`config.mk`:
```
export PLATFORM = sky130hd
export DESIGN_NAME = enable_pulse_counter
export DESIGN_NICKNAME = d
export VERILOG_FILES = /design/src/rtl/counter_pkg.sv /design/src/rtl/enable_pulse_counter.sv
export SDC_FILE = /design/constraint.sdc
export NUM_CORES = 1
export LEC_CHECK = 0
export ABC_AREA = 1
export CORE_AREA = 8 8 45 47
export DETAILED_ROUTE_END_ITERATION = 8
export DIE_AREA = 0 0 53 55
export PLACE_DENSITY = 0.47
export SYNTH_ARGS = -nofsm -noshare
export SYNTH_HDL_FRONTEND = slang
export SYNTH_SLANG_ARGS = --single-unit
```
`constraint.sdc`:
```
create_clock -name clk -period 2.41 [get_ports clk]
set_input_delay 0.723 -clock clk [delete_from_list [all_inputs] [get_ports clk]]
set_output_delay 0.723 -clock clk [all_outputs]
set_load 0.02 [all_outputs]
```
`src/rtl/counter_pkg.sv`:
```
// counter_pkg
//   Shared defaults for the enable-gated modulo counter family.
//   COUNTER_WIDTH_DEFAULT : default count register width
//   COUNTER_MAX_DEFAULT   : default terminal count (modulo = value + 1)
//   count_t               : count type at the default width
package counter_pkg;

  localparam int COUNTER_WIDTH_DEFAULT = 4;
  localparam int COUNTER_MAX_DEFAULT   = 9;

  typedef logic [COUNTER_WIDTH_DEFAULT-1:0] count_t;

endpackage

```
`src/rtl/enable_pulse_counter.sv`:
```
// enable_pulse_counter
//   Modulo-(MAX_COUNT+1) event counter that advances only on enabled cycles
//   and emits a one-cycle strobe in the cycle after each wrap to zero.
//   Typical use is as a prescaler / tick generator.
//
// Ports
//   clk          : system clock, all state updates on the rising edge
//   rst_n        : synchronous active-low reset
//   enable       : count enable
//   count_pulse  : registered strobe, high for the cycle following a wrap
//   count        : registered current count, 0..MAX_COUNT
module enable_pulse_counter
  import counter_pkg::*;
#(
  parameter int WIDTH     = COUNTER_WIDTH_DEFAULT,
  parameter int MAX_COUNT = COUNTER_MAX_DEFAULT
) (
  input  logic             clk,
  input  logic             rst_n,
  input  logic             enable,
  output logic             count_pulse,
  output logic [WIDTH-1:0] count
);

  localparam logic [WIDTH-1:0] MAX_VAL = WIDTH'(MAX_COUNT);

  // MAX_COUNT of 0 would make the strobe permanently high; anything above
  // the register range could never be reached.
  if (MAX_COUNT < 1 || MAX_COUNT > (2 ** WIDTH) - 1) begin : g_bad_params
    $error("enable_pulse_counter: MAX_COUNT=%0d illegal for WIDTH=%0d",
           MAX_COUNT, WIDTH);
  end

  always_ff @(posedge clk) begin
    if (!rst_n) begin
      count       <= '0;
      count_pulse <= 1'b0;
    end else if (enable) begin
      if (count == MAX_VAL) begin
        count       <= '0;
        count_pulse <= 1'b1;
      end else begin
        count       <= count + WIDTH'(1);
        count_pulse <= 1'b0;
      end
    end else begin
      count_pulse <= 1'b0;
    end
  end

endmodule

```
==> flow_summary.ini <==
[clock_tree]
cts.hold.buffers_added = 0
cts_max_level = 1
cts_tree = built
path_clk_slew_ps = 40
cts_sinks = 5
post_cts_buffers = 0
clock_latency_ps = 240
cts_resized = 0
cts_made_buffers = 3
clockRootBuffer = clkbuf_4
cts_buffer_depth = 2

[setup_path]
crit_chain = clkdlybuf4s50_1
endpoint_kind = output port
crit_path_top_delay_cell = clkdlybuf4s50_1
worst_ep_arrival_time_ps = 1260
cp_max_fo = 5
cp-start-kind = flip-flop
r2r_setup_slack_ps = 1540
crit_type = flip-flop to output port
critPathTopFamily = buffers and inverters
r2r-end = count[3]
rr_startpoint = count[1]
required_ps = 1690
worst_r2r_path_depth = 4
cp_slowest_stage_delay_ps = 630
worst-path-buf-inv = 1

[place]
dpl_cell_area_sq_um = 292.8
place_congestion = 0.7154
dp_cells = 49
port_buffers = 7

[synthesis]
synth_top_cell_by_area = dfxtp_1
yosys-top-cells-area = dfxtp_1 (49%), nand2_1 (9.3%), nor2_1 (7.4%), nor3b_2 (6.2%), inv_1 (5.6%)
synthTopCellsByCount = dfxtp_1 (5), nand2_1 (5), nor2_1 (4), inv_1 (3)
ys_ff_latch = 5
synth_cell_types = 11
async_reset_ff_share_pct = 0
synth_nets = 29
syn_area_sq_um = 202.7
yosysWarningCount = 0
syn_avg_cell_area_sq_um = 7.796
ys_seq_area_share_pct = 49.38
synth-main-ff-cell = dfxtp_1
synth_top_area_share_pct = 49.38
synth_cells = 26
synth_edf_count = 0

[power]
comb_power_share_pct = 10.5
internal_power_mw = 0.1591
switching_power_mw = 0.04714
seqPwrFrac_pct = 43.1
peakVddDrop_mv = 0.1919
sw_frac_of_total_pct = 22.86
leakagePower_nw = 0.1203
power.density_nw_per_um2 = 646.3
finalPower_mw = 0.2062
clkPwrFrac_pct = 46.4

[timing]
grt_setup_unrepaired = no
slew_viol_final = 0
clock_skew_ps = 1.666
max_clock_freq_ghz = 0.5037
period_share_pct = 82.39
hold_viol = 0
tightest_slew_ps = 220.2
final.setup.tns_ps = 0
setup-violations-final = 0
timing.hold.ws_ps = 524.8
finalCriticalPeriod_ps = 1985
max_slew_margin_pct = 85.27

[drt]
wl_per_cell_um = 8.509
drtIter0Drc = 3
drcViolationCount = 0
ant_nets = 0
vias = 203
dr.pass1.iters = 3
avgViaCountPerCell = 3.830
wirelength_um = 451

[hold_path]
whs_endpoint = count[0]
min_path_cells = 2
min_from = count[0]
hp-class = flip-flop to flip-flop

[cells_and_area]
multiInputGateArea_sq_um = 91.34
finalNonFillerCells = 53
syn_to_final_growth_pct = 57.41
drive_above_1_share_pct = 13.51
diodes = 0
n_fill_cell = 163
fin_area_sq_um = 319.1
regArea_sq_um = 100.1
fin_nets = 41

[global_route]
grt_use_total_pct = 3.827
grt_overflow = 0
grt_antenna_before_repair = 0
grt_pass1_wl_um = 724
grt_pass1_vias = 174
grt_max_degree = 6

[run]
drv_cap = 0

[floorplan]
die_area_sq_um = 2915
die_w_um = 53
core_area_sq_um = 1384
die_h_um = 55
initial_utilization_pct = 14.65
io_pins = 8
fp-row-count = 14

[outcome]
status = finished clean
## metrics by stage
| stage | worst slack [ps] | utilization, % |
|---|---|---|
| finish | 424.5 | 23.06 |
| global route | 367.2 | 23.06 |
| CTS | 404.1 | 23.06 |
| detailed placement | 669.9 | 21.16 |
| global placement | 658.9 | 21.16 |
| floorplan | 1215 | - |
## how the worst max path moves through the flow
stage,startpoint,to,depth (start not counted)
2_1_floorplan,count[0],count[0],0
4_1_cts,count[0],count[0],1
3_3_place_gp,count[0],count[0],1
3_5_place_dp,count[0],count[0],1
5_1_grt,count[0],count[0],1
6_report,count[0],count[0],1
## metal layers
metal / global-route usage (%) / wire, um
met3: 4.278 / 63
met2: 5.469 / 198
met1: 3.044 / 181
met5: 0 / 0
met4: 2.586 / 8
## power groups by stage
stage                     Sequential, mW  Clock, mW  Combinational [mW]
after global routing              0.0892      0.107              0.0236
after global placement            0.0904          0              0.0220
after CTS                         0.0889      0.101              0.0219
after floorplan                   0.0934          0             0.00713
final                             0.0889     0.0957              0.0217
after detailed placement          0.0904          0              0.0218
## flip-flops by register name (all words and copies together) (netlist names)
| name | flops |
|---|---|
| count | 4 |
| count_pulse | 1 |
## cell usage in the layout, fill, tap and decap left out
cell type        netlist  final
nand3_1                2      2
o22ai_1                1      1
clkbuf_4               0      3
nand2_2                1      1
nor3b_2                1      1
o21ai_1                2      2
nor2_1                 4      4
clkdlybuf4s50_1        0      7
nand2_1                5      5
and3_1                 1      1
dfxtp_1                5      5
inv_1                  3      3
clkbuf_1               0      1
nand4_1                1      1
## final cells by class
type / instances / area share [%]
sequential: 5 / 31.37
inverter: 3 / 3.529
multi-input combinational: 18 / 28.63
clock buffer: 4 / 8.235
timing repair buffer: 7 / 21.96
tap: 16 / 6.275
## kinds of logic after synthesis
group | after synthesis | synth area share (%)
AOI/OAI and AO/OA | 3 | 8.027
buffers and inverters | 3 | 5.555
DFF | 5 | 49.38
and+or+nand+nor | 15 | 37.04
(Power assumes the default switching activity.)
==> edit: new RTL, same settings <==
One comparison of `count` changes from == to >=.
--- a/src/rtl/enable_pulse_counter.sv
+++ b/src/rtl/enable_pulse_counter.sv
@@ -38,3 +38,3 @@
     end else if (enable) begin
-      if (count == MAX_VAL) begin
+      if (count >= MAX_VAL) begin
         count       <= '0;
Formal check against the unedited RTL: no difference found for any inputs over 10 cycles, from zero or initial values and one cycle with rst_n low; that may be too few to reach the edited logic, so the function may still have changed.
==> edit against the original RTL <==
- setup slack worse by 0.062 ns
- critical path depth stayed put
- total power is 8.7% higher
- synthesized cell count is 35% higher
- synthesized area is 25% higher
- via count is 16% higher
- design area is 16% higher
- sequential cell count stayed put
- combinational power is 60% higher
- global-route usage is 0.99 points higher
- wire length is 20% higher
- critical path type unchanged
- highest routed layer is now met3
==> edit: results (changes against the original RTL) <==
metric;value;unit;change
outcome;finished clean;;unchanged
irDropWorstVdd;255;uV;was 192 uV
grt_max_degree;7;;was 6
routabilityCongestion;0.659;;was 0.715
ctsLongestPathBuffers;2;;unchanged
max_stage_delay;0.65;ns;was 0.63 ns
routed.top_layer;met3;;was met4
worstHoldStart;count[3];;was count[0]
hold_path_depth;4;;was 2
grtUsageMet1;0.0396;;was 0.0304
endpoint;count[0];;unchanged
use_met2;0.0742;;was 0.0547
nNetsFinal;53;;was 41
fin_worst_skew;0.00186;ns;was 0.00167 ns
vias_per_cell;3.79;;was 3.83
ys_seq_area_frac;0.394;;was 0.494
dr.pass1.iters;3;;unchanged
dr_wl_met2;261;um;was 198 um
reg2reg_depth;7;;was 4
drive_gt1_frac;0.0870;;was 0.135
max-slew-margin-rel;0.847;;was 0.853
reg2reg_from;count[1];;unchanged
critical_path_arrival;1.32;ns;was 1.26 ns
first_global_vias;226;;was 174
grt_util_met3;0.0481;;was 0.0428
power.internal;167;uW;was 159 uW
met1Wirelength;217;um;was 181 um
post_cts_buffers;0;;unchanged
async_flop_share;0;;unchanged
grt_pass1_wl;938;um;was 724 um
wl_per_cell;8.71;um;was 8.51 um
crit_start;count[0];;unchanged
p_leak;0.162;nW;was 0.120 nW
synth.top_cells.by_count;9 x nand2_1, 7 x nor2_1, 6 x inv_1, 5 x dfxtp_1, 3 x ha_1;;was 5 x dfxtp_1, 5 x nand2_1, 4 x nor2_1, 3 x inv_1
pre_cts_ws;0.574;ns;was 0.670 ns
hold_end;count[3];;was count[0]
synth_top_cells_by_area;dfxtp_1 39%, ha_1 15%, nand2_1 13%, nor2_1 10%, inv_1 8.9%;;was dfxtp_1 49%, nand2_1 9.3%, nor2_1 7.4%, nor3b_2 6.2%, inv_1 5.6%
p_comb;34.8;uW;was 21.7 uW
powerClk;96.5;uW;was 95.7 uW
io_buffer_count;7;;unchanged
r2r_slack;1.24;ns;was 1.54 ns
antenna_found_initial;0;;unchanged
grtUsageTotal;0.0481;;was 0.0383
wl_met3;61;um;was 63 um
fmax;0.489;GHz;was 0.504 GHz
synth_nets;41;;was 29
clk_pin_slew;0.04;ns;about the same
seq_power;92.9;uW;was 88.9 uW
synthDistinctLibCells;10;;was 11
cts_made_buffers;3;;unchanged
worst-path-max-fanout;6;;was 5
[edit: cell types whose count changed in the layout (fill, tap and decap cells not counted), moves of 2 or more]
cell | unedited run | this run
nor2_1 | 4 | 7
ha_1 | 0 | 3
inv_1 | 3 | 6
nand2_1 | 5 | 9
nand3_1 | 2 | 0
[edit: cell type report]
type | instances | area, um2
well taps | 16 | 20.0
repair buffers | 7 | 70.1
inverters | 6 | 22.5
flip-flops and latches | 5 | 100
clock buffers | 4 | 26.3
multi-input cells | 24 | 131
fillers | 154 | 1010
[edit: cell families after synthesis]
group                      share of synthesized area
xor gates and xnor gates                      0.0690
adders and majority gates                      0.148
AOI/OAI and AO/OA                             0.0394
and+or+nand+nor                                0.261
buffers and inverters                         0.0887
DFF                                            0.394
[edit: metrics by stage]
stage,area (um2),std cells,hold slack [ns],utilization
final,370,62,0.571,0.268
after global routing,370,62,0.643,0.268
after CTS,370,62,0.576,0.268
after detailed placement,344,58,0.545,0.249
after global placement,344,58,0.546,0.249
after floorplan,254,35,0.598,-
